**src/rtl/m3_lossless_decoder.sv**
```systemverilog
// m3_lossless_decoder
//
// Lossless decode stage that sits in front of milestone2. It reads a 3-word header and a
// variable-length coefficient stream from SRAM. It expands the codes into zigzag-ordered 8x8
// blocks and writes one 16-bit pre-IDCT word per coefficient into the output region.
//
// Build option:
//   M3_DEQUANT_EN  defined   : each coefficient is shifted left by a Q0/Q1 amount chosen by r+c.
//                  undefined : the raw coefficient is written sign-extended; Qsel is ignored.
//
// Parameters:
//   STREAM_BASE  address of header word 0 (the code stream starts 3 words later)
//   OUT_BASE     address of coefficient 0 of block 0
//   NUM_BLOCKS   number of 8x8 blocks decoded before finishing
//
// Ports:
//   Clock            system clock, rising edge
//   resetn           asynchronous active-low reset
//   M3_enable        level from the top FSM; starts the stage and releases it from DONE
//   M3_finish        high while in S_M3_DONE
//   M3_error         sticky header-mismatch flag, cleared on the next start
//   SRAM_we_n        active-low write strobe, low for one cycle per coefficient
//   SRAM_address     SRAM word address (reads and writes)
//   SRAM_write_data  coefficient being written
//   SRAM_read_data   read data, valid two cycles after the address was presented

module m3_lossless_decoder #(
    parameter logic [17:0] STREAM_BASE = 18'd0,
    parameter logic [17:0] OUT_BASE    = 18'd76800,
    parameter logic [13:0] NUM_BLOCKS  = 14'd1200
) (
    input  logic        Clock,
    input  logic        resetn,
    input  logic        M3_enable,
    output logic        M3_finish,
    output logic        M3_error,
    output logic        SRAM_we_n,
    output logic [17:0] SRAM_address,
    output logic [15:0] SRAM_write_data,
    input  logic [15:0] SRAM_read_data
);

    typedef enum logic [2:0] {
        S_M3_IDLE,
        S_M3_HDR,
        S_M3_FILL,
        S_M3_DECODE,
        S_M3_ZERO,
        S_M3_DONE
    } state_e;

    state_e      state_q, state_d;
    logic        finish_q, finish_d;
    logic        error_q, error_d;
    logic        we_n_q, we_n_d;
    logic [17:0] addr_q, addr_d;
    logic [15:0] wdata_q, wdata_d;
    logic [31:0] bitbuf_q, bitbuf_d;    // valid bits are left-aligned at bit 31
    logic [5:0]  bitcnt_q, bitcnt_d;
    logic [17:0] rd_ptr_q, rd_ptr_d;    // next stream word to fetch
    logic [2:0]  phase_q, phase_d;      // cycle counter inside HDR and FILL
    logic        hdr_bad_q, hdr_bad_d;
    logic [5:0]  k_q, k_d;              // zigzag scan index within the current block
    logic [13:0] blk_q, blk_d;
    logic [6:0]  zcnt_q, zcnt_d;        // zeros still to write in S_M3_ZERO
    logic        all_done_q, all_done_d;
`ifdef M3_DEQUANT_EN
    logic        qsel_q, qsel_d;
`endif

    // Zigzag scan index -> raster position {r[2:0], c[2:0]}.
    function automatic logic [5:0] zigzag(input logic [5:0] k);
        logic [5:0] rc;
        rc = 6'd0;
        case (k)
            6'd0:  rc = 6'd0;   6'd1:  rc = 6'd1;   6'd2:  rc = 6'd8;   6'd3:  rc = 6'd16;
            6'd4:  rc = 6'd9;   6'd5:  rc = 6'd2;   6'd6:  rc = 6'd3;   6'd7:  rc = 6'd10;
            6'd8:  rc = 6'd17;  6'd9:  rc = 6'd24;  6'd10: rc = 6'd32;  6'd11: rc = 6'd25;
            6'd12: rc = 6'd18;  6'd13: rc = 6'd11;  6'd14: rc = 6'd4;   6'd15: rc = 6'd5;
            6'd16: rc = 6'd12;  6'd17: rc = 6'd19;  6'd18: rc = 6'd26;  6'd19: rc = 6'd33;
            6'd20: rc = 6'd40;  6'd21: rc = 6'd48;  6'd22: rc = 6'd41;  6'd23: rc = 6'd34;
            6'd24: rc = 6'd27;  6'd25: rc = 6'd20;  6'd26: rc = 6'd13;  6'd27: rc = 6'd6;
            6'd28: rc = 6'd7;   6'd29: rc = 6'd14;  6'd30: rc = 6'd21;  6'd31: rc = 6'd28;
            6'd32: rc = 6'd35;  6'd33: rc = 6'd42;  6'd34: rc = 6'd49;  6'd35: rc = 6'd56;
            6'd36: rc = 6'd57;  6'd37: rc = 6'd50;  6'd38: rc = 6'd43;  6'd39: rc = 6'd36;
            6'd40: rc = 6'd29;  6'd41: rc = 6'd22;  6'd42: rc = 6'd15;  6'd43: rc = 6'd23;
            6'd44: rc = 6'd30;  6'd45: rc = 6'd37;  6'd46: rc = 6'd44;  6'd47: rc = 6'd51;
            6'd48: rc = 6'd58;  6'd49: rc = 6'd59;  6'd50: rc = 6'd52;  6'd51: rc = 6'd45;
            6'd52: rc = 6'd38;  6'd53: rc = 6'd31;  6'd54: rc = 6'd39;  6'd55: rc = 6'd46;
            6'd56: rc = 6'd53;  6'd57: rc = 6'd60;  6'd58: rc = 6'd61;  6'd59: rc = 6'd54;
            6'd60: rc = 6'd47;  6'd61: rc = 6'd55;  6'd62: rc = 6'd62;  6'd63: rc = 6'd63;
            default: rc = 6'd0;
        endcase
        return rc;
    endfunction

`ifdef M3_DEQUANT_EN
    // Left-shift amount for a coefficient at diagonal r+c (0..14) under table Q0 or Q1.
    function automatic logic [2:0] q_shift(input logic qsel, input logic [3:0] s);
        logic [2:0] sh;
        if (s == 4'd0)       sh = 3'd3;
        else if (s == 4'd1)  sh = qsel ? 3'd1 : 3'd2;
        else if (s <= 4'd3)  sh = qsel ? 3'd1 : 3'd3;
        else if (s <= 4'd5)  sh = qsel ? 3'd2 : 3'd4;
        else if (s <= 4'd7)  sh = qsel ? 3'd2 : 3'd5;
        else                 sh = qsel ? 3'd3 : 3'd6;
        return sh;
    endfunction
`endif

    logic [1:0]  prefix;
    logic [15:0] coef_sext;
    logic [15:0] coef_out;
    logic [6:0]  run_len;
    logic [6:0]  remain;
    logic [6:0]  run_clip;
    logic [5:0]  zz_rc;
    logic [17:0] wr_addr;
    logic        adv;

    assign prefix    = bitbuf_q[31:30];
    // 01 carries a 6-bit value, 00 a 3-bit value; both start right after the prefix.
    assign coef_sext = prefix[0] ? {{10{bitbuf_q[29]}}, bitbuf_q[29:24]}
                                 : {{13{bitbuf_q[29]}}, bitbuf_q[29:27]};
    assign run_len   = (bitbuf_q[29:27] == 3'd0) ? 7'd8 : {4'd0, bitbuf_q[29:27]};
    assign remain    = 7'd64 - {1'b0, k_q};
    assign run_clip  = (run_len > remain) ? remain : run_len;
    assign zz_rc     = zigzag(k_q);
    // blk*64 + r*8 + c is just the concatenation {blk, r, c}.
    assign wr_addr   = OUT_BASE + 18'({blk_q, zz_rc});

`ifdef M3_DEQUANT_EN
    logic [3:0] rc_sum;
    assign rc_sum   = {1'b0, zz_rc[5:3]} + {1'b0, zz_rc[2:0]};
    assign coef_out = coef_sext << q_shift(qsel_q, rc_sum);
`else
    assign coef_out = coef_sext;
`endif

    always_comb begin
        state_d    = state_q;
        finish_d   = finish_q;
        error_d    = error_q;
        we_n_d     = 1'b1;
        addr_d     = addr_q;
        wdata_d    = wdata_q;
        bitbuf_d   = bitbuf_q;
        bitcnt_d   = bitcnt_q;
        rd_ptr_d   = rd_ptr_q;
        phase_d    = phase_q;
        hdr_bad_d  = hdr_bad_q;
        k_d        = k_q;
        blk_d      = blk_q;
        zcnt_d     = zcnt_q;
        all_done_d = all_done_q;
`ifdef M3_DEQUANT_EN
        qsel_d     = qsel_q;
`endif
        adv        = 1'b0;

        case (state_q)
            S_M3_IDLE: begin
                finish_d = 1'b0;
                if (M3_enable) begin
                    state_d    = S_M3_HDR;
                    addr_d     = STREAM_BASE;
                    phase_d    = 3'd0;
                    error_d    = 1'b0;
                    hdr_bad_d  = 1'b0;
                    bitbuf_d   = 32'd0;
                    bitcnt_d   = 6'd0;
                    rd_ptr_d   = STREAM_BASE + 18'd3;
                    k_d        = 6'd0;
                    blk_d      = 14'd0;
                    zcnt_d     = 7'd0;
                    all_done_d = 1'b0;
                end
            end

            // Addresses go out in phases 0..2; word n is on the bus in phase n+2.
            S_M3_HDR: begin
                phase_d = phase_q + 3'd1;
                if (phase_q < 3'd2) begin
                    addr_d = addr_q + 18'd1;
                end
                if (phase_q == 3'd2 && SRAM_read_data != 16'hDEAD) begin
                    hdr_bad_d = 1'b1;
                end
                if (phase_q == 3'd3 && SRAM_read_data != 16'hBEEF) begin
                    hdr_bad_d = 1'b1;
                end
                if (phase_q == 3'd4) begin
`ifdef M3_DEQUANT_EN
                    qsel_d = SRAM_read_data[15];
`endif
                    if (hdr_bad_q) begin
                        error_d  = 1'b1;
                        finish_d = 1'b1;
                        state_d  = S_M3_DONE;
                    end else begin
                        state_d = S_M3_FILL;
                        addr_d  = rd_ptr_q;
                        phase_d = 3'd0;
                    end
                end
            end

            // Phase 0 presents the address, phase 2 sees the data.
            S_M3_FILL: begin
                phase_d = phase_q + 3'd1;
                if (phase_q == 3'd2) begin
                    bitbuf_d = bitbuf_q | ({SRAM_read_data, 16'h0000} >> bitcnt_q);
                    bitcnt_d = bitcnt_q + 6'd16;
                    rd_ptr_d = rd_ptr_q + 18'd1;
                    state_d  = S_M3_DECODE;
                end
            end

            S_M3_DECODE: begin
                if (all_done_q) begin
                    // One cycle after the final write; leftover stream bits are dropped.
                    finish_d = 1'b1;
                    state_d  = S_M3_DONE;
                end else if (bitcnt_q < 6'd8) begin
                    state_d = S_M3_FILL;
                    addr_d  = rd_ptr_q;
                    phase_d = 3'd0;
                end else begin
                    unique case (prefix)
                        2'b00, 2'b01: begin
                            if (prefix[0]) begin
                                bitbuf_d = bitbuf_q << 8;
                                bitcnt_d = bitcnt_q - 6'd8;
                            end else begin
                                bitbuf_d = bitbuf_q << 5;
                                bitcnt_d = bitcnt_q - 6'd5;
                            end
                            we_n_d  = 1'b0;
                            addr_d  = wr_addr;
                            wdata_d = coef_out;
                            adv     = 1'b1;
                        end
                        2'b10: begin
                            bitbuf_d = bitbuf_q << 5;
                            bitcnt_d = bitcnt_q - 6'd5;
                            zcnt_d   = run_clip;
                            state_d  = S_M3_ZERO;
                        end
                        2'b11: begin
                            bitbuf_d = bitbuf_q << 2;
                            bitcnt_d = bitcnt_q - 6'd2;
                            zcnt_d   = remain;
                            state_d  = S_M3_ZERO;
                        end
                    endcase
                end
            end

            // zcnt_q is at least 1 on entry: a run is >= 1 and k never sits past 63.
            S_M3_ZERO: begin
                we_n_d  = 1'b0;
                addr_d  = wr_addr;
                wdata_d = 16'h0000;
                adv     = 1'b1;
                zcnt_d  = zcnt_q - 7'd1;
                if (zcnt_q == 7'd1) begin
                    state_d = S_M3_DECODE;
                end
            end

            S_M3_DONE: begin
                if (!M3_enable) begin
                    finish_d = 1'b0;
                    state_d  = S_M3_IDLE;
                end
            end

            default: begin
                state_d = S_M3_IDLE;
            end
        endcase

        // Step to the next scan position; a full block rolls over into the next block.
        if (adv) begin
            if (k_q == 6'd63) begin
                k_d   = 6'd0;
                blk_d = blk_q + 14'd1;
                if (blk_q == NUM_BLOCKS - 14'd1) begin
                    all_done_d = 1'b1;
                end
            end else begin
                k_d = k_q + 6'd1;
            end
        end
    end

    always_ff @(posedge Clock or negedge resetn) begin
        if (!resetn) begin
            state_q    <= S_M3_IDLE;
            finish_q   <= 1'b0;
            error_q    <= 1'b0;
            we_n_q     <= 1'b1;
            addr_q     <= 18'd0;
            wdata_q    <= 16'd0;
            bitbuf_q   <= 32'd0;
            bitcnt_q   <= 6'd0;
            rd_ptr_q   <= 18'd0;
            phase_q    <= 3'd0;
            hdr_bad_q  <= 1'b0;
            k_q        <= 6'd0;
            blk_q      <= 14'd0;
            zcnt_q     <= 7'd0;
            all_done_q <= 1'b0;
`ifdef M3_DEQUANT_EN
            qsel_q     <= 1'b0;
`endif
        end else begin
            state_q    <= state_d;
            finish_q   <= finish_d;
            error_q    <= error_d;
            we_n_q     <= we_n_d;
            addr_q     <= addr_d;
            wdata_q    <= wdata_d;
            bitbuf_q   <= bitbuf_d;
            bitcnt_q   <= bitcnt_d;
            rd_ptr_q   <= rd_ptr_d;
            phase_q    <= phase_d;
            hdr_bad_q  <= hdr_bad_d;
            k_q        <= k_d;
            blk_q      <= blk_d;
            zcnt_q     <= zcnt_d;
            all_done_q <= all_done_d;
`ifdef M3_DEQUANT_EN
            qsel_q     <= qsel_d;
`endif
        end
    end

    assign M3_finish       = finish_q;
    assign M3_error        = error_q;
    assign SRAM_we_n       = we_n_q;
    assign SRAM_address    = addr_q;
    assign SRAM_write_data = wdata_q;

endmodule
```
**config.mk**
```make
export PLATFORM = sky130hd
export DESIGN_NAME = m3_lossless_decoder
export DESIGN_NICKNAME = d
export VERILOG_FILES = /design/src/rtl/m3_lossless_decoder.sv
export SDC_FILE = /design/constraint.sdc
export NUM_CORES = 1
export LEC_CHECK = 0
export CORE_MARGIN = 2
export CORE_UTILIZATION = 45
export DETAILED_ROUTE_END_ITERATION = 12
export GPL_TIMING_DRIVEN = 0
export PLACE_DENSITY = 0.65
export REMOVE_ABC_BUFFERS = 1
export SYNTH_ARGS = -nofsm -noshare
export SYNTH_HDL_FRONTEND = slang
export SYNTH_SLANG_ARGS = --single-unit
export TNS_END_PERCENT = 20
```
**constraint.sdc**
```tcl
create_clock -name Clock -period 3.5 [get_ports Clock]
set_input_delay 0.35 -clock Clock [delete_from_list [all_inputs] [get_ports Clock]]
set_output_delay 0.35 -clock Clock [all_outputs]
set_load 0.05 [all_outputs]
```
Word-level counts from Yosys, hierarchy flattened
Memories as Yosys holds them, arrays and structs flattened.
Index checks and enable logic that the tools add are counted.
{"block": "classes", "add_sub_neg": 12, "order_cmp": 3, "n_eq_ne": 31, "shift": 1, "mux": 83, "bitwise": 1, "n_reduce_logical": 28}
{"op": "one-hot mux 32 bit (3 select lines)", "n": 2}
{"op": "2-to-1 mux 18 bit", "n": 9}
{"op": "2-to-1 mux 32 bit", "n": 5}
{"op": "one-hot mux 18 bit (4 select lines)", "n": 1}
{"op": "2-to-1 mux 14 bit", "n": 4}
{"op": "2-to-1 mux 16 bit", "n": 3}
{"op": "2-to-1 mux 6 bit", "n": 8}
{"op": "2-to-1 mux 3 bit", "n": 14}
{"op": "adder 18 x 1 -> 18 bit, second input constant", "n": 2}
{"op": "one-hot mux 18 bit (2 select lines)", "n": 1}
{"op": "one-hot mux 6 bit (3 select lines)", "n": 2}
{"op": "!= test 16 bit, second input constant", "n": 2}
{"op": "bitwise OR 32 bit", "n": 1}
{"op": "one-hot mux 16 bit (2 select lines)", "n": 1}
{"op": ">> shifter 32 x 6 -> 32 bit", "n": 1}
{"op": "2-to-1 mux 7 bit", "n": 4}
{"op": "!= test 2 bit, second input constant", "n": 11}
{"op": "one-hot mux 7 bit (3 select lines)", "n": 1}
{"op": "adder 17 x 18 -> 18 bit, first input constant", "n": 1}
{"op": "2-to-1 mux 1 bit", "n": 18}
{"op": "one-hot mux 3 bit (6 select lines)", "n": 1}
{"op": "AND reduction 4 bit", "n": 4}
{"op": "AND reduction 5 bit", "n": 3}
{"op": "adder 14 x 1 -> 14 bit, second input constant", "n": 1}
{"op": "37 further kinds", "n": 59}
{"block": "word_totals", "ff_bits": 128, "romBits": 384, "in_bits": 19, "out_inout_bits": 37, "wordCells": 175, "mem_count": 1}
{"memory": "(name not given)", "words": 64, "width": 6, "read_ports": 1, "rd_ports_with_merged_regs": 0, "write_ports": 0, "line": "75", "rtl": "case (k)"}

Longest topological paths before layout
Gate-level depths: netlist of run 1.
{"block": "depth", "ltp_word": 8, "mapped_depth": 12, "mapped_depth_nobuf": 10}

Worst setup path before layout of run 1
Ideal clock, no wire load.
{"block": "synth_path", "kind": "reg-to-reg", "startpoint": "reg k_q[0]", "endpoint": "reg zcnt_q[0]", "setup_ns": 0.128, "arrival_ns": 2.762, "required_ns": 3.372, "setup_slack_ns": 0.610, "path_stages_with_launch": 12, "path_buffers": 2, "period_less_slack_ns": 2.890, "path_cell_list": "dfrtp_1 > clkbuf_1 > clkbuf_1 > inv_1 > ha_1 > ha_1 > inv_1 > ha_1 > nand4_1 > a31oi_1 > mux2i_1 > o21ai_0"}
{"block": "synth_via", "elab_chain_len": 7}
{"element": "from (decl)", "line": "63", "rtl": "logic [5:0] k_q, k_d;"}
{"element": "from (signal assigned)", "line": "329", "rtl": "k_q <= k_d;"}
{"element": "subtractor 7 x 6 -> 7 bit *", "line": "126", "rtl": "assign remain = 7'd64 - {1'b0, k_q};"}
{"element": "greater-than comparator 4 x 7 -> 1 bit", "line": "127", "rtl": "assign run_clip = (run_len > remain) ? remain : run_len;"}
{"element": "2-to-1 mux 7 bit", "line": "127"}
{"element": "one-hot mux 7 bit (2 select lines) *", "line": "229", "rtl": "unique case (prefix)"}
{"element": "2-to-1 mux 7 bit *", "line": "224", "rtl": "end else if (bitcnt_q < 6'd8) begin"}
{"element": "2-to-1 mux 7 bit *", "line": "220", "rtl": "if (all_done_q) begin"}
{"element": "one-hot mux 7 bit (3 select lines) *", "line": "161", "rtl": "case (state_q)"}
{"element": "to (signal assigned)", "line": "331", "rtl": "zcnt_q <= zcnt_d;"}
{"element": "to (decl)", "line": "65", "rtl": "logic [6:0] zcnt_q, zcnt_d;"}
Every way passes the cells marked *; elsewhere a longest branch is shown, timed or not. The select of a mux whose other input is x is not followed.
A chain may end at the register's enable or synchronous reset.

Final worst setup path of run 1
{"block": "layout_path", "startpoint": "reg bitcnt_q[4]", "endpoint": "reg bitcnt_q[2]"}
{"block": "layout_via", "elab_chain_len": 3}
{"element": "from (decl)", "line": "59", "rtl": "logic [5:0] bitcnt_q, bitcnt_d;"}
{"element": "from (signal assigned)", "line": "325", "rtl": "bitcnt_q <= bitcnt_d;"}
{"element": "less-than comparator 6 x 4 -> 1 bit", "line": "224"}
{"element": "!= test 2 bit (no source line)"}
{"element": "AND reduction 5 bit (no source line)"}
Every way passes these cells.

==> results_dict.tcl, run 1 <==
set metrics [dict create \
    numCtsBuffers 17 \
    grt_pass1_wl_um 45260 \
    fin_tns_setup_ps 0 \
    antenna_found_initial 0 \
    run_status "finished clean" \
    drc_errors 0 \
    initial_core_util 0.4567 \
    port_buffers 55 \
    die_w_um 149.8 \
    finalCritPeriodShare 0.9776 \
    p_leak_nw 4.238 \
    coreArea_sq_um 20960 \
    cp.required_ps 3790 \
    clkTransAtPathRegs_ps 60 \
    rsz0062_at_grt "yes" \
    vias_per_cell 6.235 \
    synthCells 1136 \
    cts_tree "built" \
    grt_use_met1 0.3427 \
    firstDrtPassIters 5 \
    finClkSkew_ps 11.60 \
    clock-sinks 118 \
    grt_max_degree 73 \
    finalSetupViolCount 0 \
    setup.worst_path.start_class "flop" \
    slew_violations 0 \
    place_hpwl_um 19610 \
    cp_max_fo 18 \
    antenna_cells 0 \
    p_per_area_nw_per_um2 848.4 \
    yosysSeqAreaShare 0.3087 \
    cp.arrival_ps 3710 \
    root_buffer "clkbuf_16" \
    syn_area_sq_um 9570 \
    max-slew-margin-rel 0.2300 \
    top_usage_layer "met2" \
    htree_levels 4 \
    met2_usage 0.4119 \
    die_h_um 149.8 \
    tightest_slew_ps 1155 \
    power_mw 9.176 \
    routed_wl_um 27830 \
    ys_warn_count 0 \
    grt_pass1_vias 8353 \
    syn_area_per_cell_sq_um 8.425 \
    hp-class "in -> async" \
    synth_ff_type "dfrtp_1" \
    drtAntennaViolNets 0 \
    ys_types 85 \
    period_needed_ps 3421 \
    track_usage 0.2560 \
    final_nets 1196 \
    fillers 1993 \
    clock_latency_ps 430 \
    wl_per_cell_um 19.57 \
    area_growth_pct 13.01 \
    timing.fmax_mhz 292.3 \
    grtUsageMet3 0.04909 \
    ir_drop_v 0.0004583 \
    num_io_pins 56 \
    fin_util 0.5161 \
    synthArstFlopShare 1.000 \
    synth_edf_count 0 \
    rows 53 \
    critPathKind "reg -> reg" \
    drt_iter0_markers 905 \
    gp_congestion 0.9438 \
    end_kind "flop" \
    dieArea_sq_um 22450 \
    num_vias 8866 \
    synth_seq_cells 118 \
    clockBufferDepth 2 \
    drive_above_1_share 0.09852 \
    grt-ovfl-total 0 \
    final-hold-violation-count 0 \
    cap_violations 0 \
]
-- critical path, stage by stage (launching register included) --
cell        delay (ps)
dfrtp_1            780
clkinvlp_4         430
ha_1               320
a21boi_2           410
nor3_4             150
nor2_1             740
a21oi_1            220
nand3_1            140
o21ai_0             90
-- per-layer routing --
layer | part of all wire | vias to the layer above | routed length, um
met5 | 0 | - | 0
met4 | 0.030 | 0 | 845
met3 | 0.061 | 63 | 1703
met2 | 0.48 | 338 | 13290
met1 | 0.43 | 4288 | 11990
li1 | - | 4177 | -
-- metrics by stage --
stage,setup slack (ps),instance area (sq um),instances,hold WS [ps]
3_3_place_gp,-3911,10030,1381,467.3
2_1_floorplan,-847.6,9139,1051,54.41
5_1_grt,-72.67,10820,1422,455.9
3_5_place_dp,-425.5,10130,1387,326.2
4_1_cts,-26.41,10790,1422,434.8
6_report,78.53,10820,1422,414.5
-- power by group --
group	total (mW)	internal [mW]	switching, mW
clock network	1.86	1.16	0.696
registers	2.68	1.73	0.949
logic	4.63	1.74	2.89
total	9.18	4.64	4.54
-- flip-flops by register name, summed over array words and instances (netlist names) --
signal / cells
bitcnt_q: 6
all_done_q: 1
phase_q: 3
SRAM_we_n: 1
bitbuf_q: 32
rd_ptr_q: 18
SRAM_address: 18
state_q: 3
blk_q: 14
M3_error: 1
k_q: 6
hdr_bad_q: 1
M3_finish: 1
zcnt_q: 7
SRAM_write_data: 6
-- final timing paths --
kind / cells after the start / end / from / slack [ps]
worst max-delay path: 8 / bitcnt_q[2] / bitcnt_q[4] / 80
min in group Clock: 2 / SRAM_write_data[4] / SRAM_write_data[4] / 480
worst max register to register: 8 / bitcnt_q[2] / bitcnt_q[4] / 80
worst min register to register: 2 / SRAM_write_data[4] / SRAM_write_data[4] / 480
max in group asynchronous: 3 / bitbuf_q[30] / resetn / 2320
worst min-delay path: 2 / blk_q[10] / resetn / 410
-- synth_stat cells (4+ instances only) --
cell | instances | area, sq um
buf_4 | 14 | 105.1
mux2i_1 | 55 | 550.5
a22o_1 | 7 | 61.31
a221o_1 | 6 | 60.06
o221ai_1 | 6 | 52.55
o31ai_1 | 12 | 90.09
and3_1 | 19 | 118.9
buf_6 | 5 | 56.30
a222oi_1 | 7 | 70.07
a221oi_1 | 14 | 122.6
nor3_1 | 25 | 125.1
mux2_2 | 14 | 157.7
or3_1 | 4 | 25.02
buf_2 | 18 | 90.09
clkinv_1 | 6 | 22.52
xnor2_1 | 25 | 219.0
xor2_1 | 13 | 113.9
nor3b_1 | 6 | 45.04
nor2_1 | 125 | 469.2
a31oi_1 | 14 | 87.58
a22oi_1 | 10 | 75.07
mux4_2 | 16 | 360.4
dfrtp_1 | 117 | 2928
a211oi_1 | 20 | 150.1
inv_1 | 31 | 116.4
a21oi_1 | 80 | 400.4
nand3_1 | 37 | 185.2
o21bai_1 | 4 | 30.03
clkbuf_1 | 46 | 172.7
a21o_1 | 5 | 37.54
o22ai_1 | 17 | 106.4
o21ai_0 | 103 | 515.5
nand2b_1 | 9 | 56.30
nor2b_1 | 5 | 31.28
nand2_1 | 108 | 405.4
ha_1 | 43 | 538.0
nand4_1 | 14 | 87.58
-- cells by family (layout without fill, tap and decap cells) --
kind of cell	Yosys count	count (layout)	synth area share
mux	85	85	0.1116
compound gates	335	335	0.2245
xor+xnor	38	38	0.03478
simple gates	393	393	0.2036
flops	118	118	0.3087
buf+inv	124	135	0.06066
fa+ha+maj	43	43	0.05622
-- placed cells by master (no fill, tap or decap), drive strengths merged, types with 19 or more instances in the layout --
| master | netlist | layout |
|---|---|---|
| ha | 43 | 43 |
| a21oi | 80 | 80 |
| nand3 | 38 | 38 |
| a211oi | 20 | 20 |
| clkdlybuf4s50 | 0 | 54 |
| mux2i | 55 | 55 |
| nor2 | 127 | 127 |
| and3 | 19 | 19 |
| xnor2 | 25 | 25 |
| o21ai | 107 | 107 |
| nand2 | 108 | 108 |
| nor3 | 28 | 28 |
| inv | 33 | 35 |
| clkbuf | 46 | 19 |
| dfrtp | 117 | 117 |
-- timing repair --
item,in CTS,in global routing
endpoints found under the hold margin,46,0
hold buffers,1,0
setup buffers,2,0
setup endpoints to repair,26,42
pin swaps,1,0
resized for setup,3,9
-- cell type report --
type	instances	area, sq um	area share
repair buffers	64	653.1	0.06039
well taps	275	344.1	0.03181
multi-input cells	894	6075	0.5617
inverters	39	156.4	0.01446
flip-flops and latches	118	2963	0.2739
clock buffers	19	452.9	0.04188
clock inverters	13	171.4	0.01585
(Power assumes the default switching activity.)
==> run 2: changes to the inputs <==
--- a/config.mk
+++ b/config.mk
@@ -7,6 +7,7 @@
 export LEC_CHECK = 0
 export CORE_MARGIN = 2
 export CORE_UTILIZATION = 45
+export CTS_BUF_LIST = sky130_fd_sc_hd__clkbuf_4 sky130_fd_sc_hd__clkbuf_8
 export DETAILED_ROUTE_END_ITERATION = 12
 export GPL_TIMING_DRIVEN = 0
 export PLACE_DENSITY = 0.65
==> constraint.sdc (replaced) <==
create_clock -name Clock -period 3.5 [get_ports Clock]
set_input_delay 0.875 -clock Clock [delete_from_list [all_inputs] [get_ports Clock]]
set_output_delay 0.875 -clock Clock [all_outputs]
set_load 0.05 [all_outputs]
==> run 2 against run 1 <==
  * Design area down 1.8%
  * Final cell count barely moved
  * Sequential power about the same
  * Sequential cell count unchanged
  * Count of clock-buffer cells in the layout unchanged
  * Wire length down 0.73%
  * Global-route usage fell by 0.25 points
  * Largest cell class unchanged
  * Register-to-register slack improved by 150 ps
  * Combinational power barely moved
  * Non-clock buffer count fell by 1
==> results_dict.tcl, run 2 (same netlist as run 1, synthesis figures left out) <==
set metrics [dict create \
    finalSetupViolCount 0 \
    slew_violations 0 \
    drt_iter0_markers 837 \
    period_needed_ps 3267 \
    firstDrtPassIters 7 \
    clkTransAtPathRegs_ps 90 \
    crit_slowest_cell "dfrtp_1" \
    initial_core_util 0.4567 \
    r2r_start "bitcnt_q[4]" \
    grt_pass1_wl_um 44860 \
    end_kind "flop" \
    routed.top_layer "met4" \
    largest_register "bitbuf_q" \
    place_hpwl_um 19610 \
    cap_violations 0 \
    postPlaceCellArea_sq_um 10130 \
    die_h_um 149.8 \
    dieArea_sq_um 22450 \
    track_usage 0.2535 \
    clock-sinks 118 \
    r2r_cells 7 \
    die_w_um 149.8 \
    rrSetupSlack_ps 230 \
    finalCritPeriodShare 0.9334 \
    tightest_slew_ps 1164 \
    cp.required_ps 3860 \
    final_nets 1195 \
    largest_reg_flops 32 \
    cts_tree "built" \
    drtAntennaViolNets 0 \
    clockBufferDepth 2 \
    routed_wl_um 27630 \
    p_per_area_nw_per_um2 818.0 \
    cts.hold.buffers_added 0 \
    worst_path_largest_cell_delay_ps 770 \
    numCtsBuffers 17 \
    drt-met1-wl_um 12020 \
    antenna_cells 0 \
    antenna_found_initial 0 \
    run_status "finished clean" \
    clock_latency_ps 470 \
    num_io_pins 56 \
    grt-ovfl-total 0 \
    ir_drop_v 0.0003957 \
    mostFrequentLayoutCells "nor2_1, dfrtp_1, nand2_1" \
    max-slew-margin-rel 0.2242 \
    root_buffer "clkbuf_8" \
    p_leak_nw 4.149 \
    area_growth_pct 10.98 \
    timing.fmax_mhz 306.1 \
    htree_levels 4 \
    grt_max_degree 73 \
    grt_pass1_vias 8287 \
    fin_tns_setup_ps 0 \
    crit_buf_inv 2 \
    critical_path_depth 7 \
    critPathKind "reg -> reg" \
    vias_per_cell 6.234 \
    num_vias 8858 \
    rows 53 \
    coreArea_sq_um 20960 \
    path_cells "clkinvlp_4 -> ha_1 -> a21boi_2 -> nor3_1 -> o21bai_2 -> inv_1 -> o41ai_2" \
    gp_congestion 0.9438 \
    cp_max_fo 18 \
    hp-class "in -> async" \
    wl_met3_um 1521 \
    cp.arrival_ps 3620 \
    wl_per_cell_um 19.44 \
    rsz0062_at_grt "no" \
    final-hold-violation-count 0 \
    fin_util 0.5069 \
    layout_commonest_cell "nor2_1" \
    met2_length_um 13140 \
    port_buffers 55 \
    cpLargestDelayFamily "compound AO/OA/AOI/OAI gates" \
    rr_endpoint "bitbuf_q[0]" \
    drc_errors 0 \
    finClkSkew_ps 22.11 \
    final_cell_area_sq_um 10620 \
    setup.worst_path.start_class "flop" \
    drive_above_1_share 0.09948 \
]
[run 2: cell types whose count changed in the layout (fill, tap and decap cells not counted), sizes merged]
cell / change
dlygate4sd3: -1
[run 2: cell type report]
cell class / instances / area [sq um]
Sequential cell: 118 / 2963
Multi-Input combinational cell: 894 / 6082
Clock buffer: 19 / 261.5
Fill cell: 2024 / 10330
Tap cell: 275 / 344.1
Inverter: 39 / 156.4
Clock inverter: 13 / 171.4
Timing Repair Buffer: 63 / 643.1
[run 2: layer usage]
layer  global-route usage  vias up
met5             0.004545        -
met4              0.09953        0
met3              0.04390       73
met2               0.4030      327
met1               0.3443     4282
li1                     -     4176
[run 2: worst max-delay path by stage]
stage	slack [ps]	endpoint	startpoint
floorplan	-960	rd_ptr_q[13]	M3_enable
global placement	-4440	rd_ptr_q[15]	M3_enable
detailed placement	-430	blk_q[10]	bitcnt_q[4]
CTS	-30	bitbuf_q[9]	bitcnt_q[4]
global route	20	blk_q[10]	bitcnt_q[4]
finish	230	bitbuf_q[0]	bitcnt_q[4]
[run 2: what timing repair did]
| item | 4_1_cts | 5_1_grt |
|---|---|---|
| buffers inserted | 2 | 0 |
| endpoints found under the setup margin | 23 | 39 |
| pin swaps | 1 | 0 |
| resized for setup | 3 | 11 |
[run 2: per-stage QoR]
stage | hold WS [ps] | instances | total power, mW | setup WS (ps)
6_report | 331.6 | 1421 | 8.688 | 233.2
5_1_grt | 354.1 | 1421 | 9.288 | 15.88
4_1_cts | 352.0 | 1421 | 8.623 | -30.00
3_5_place_dp | 470.8 | 1387 | 7.200 | -425.5
3_3_place_gp | 467.3 | 1381 | 7.110 | -4436
2_1_floorplan | 465.5 | 1051 | 5.638 | -962.8
[run 2: power breakdown]
| part | leakage (nW) | total, mW | switching [mW] | internal [mW] |
|---|---|---|---|---|
| clock network | 0.201 | 1.39 | 0.637 | 0.748 |
| logic | 2.36 | 4.62 | 2.88 | 1.74 |
| registers | 1.59 | 2.68 | 0.951 | 1.73 |
[run 2: worst reg2reg max path: cells and delay by family (launching register included)]
kind | cells | cell delay [ps]
buf+inv | 2 | 760
flops | 1 | 770
compound gates | 3 | 1210
fa+ha+maj | 1 | 320
simple gates | 1 | 120
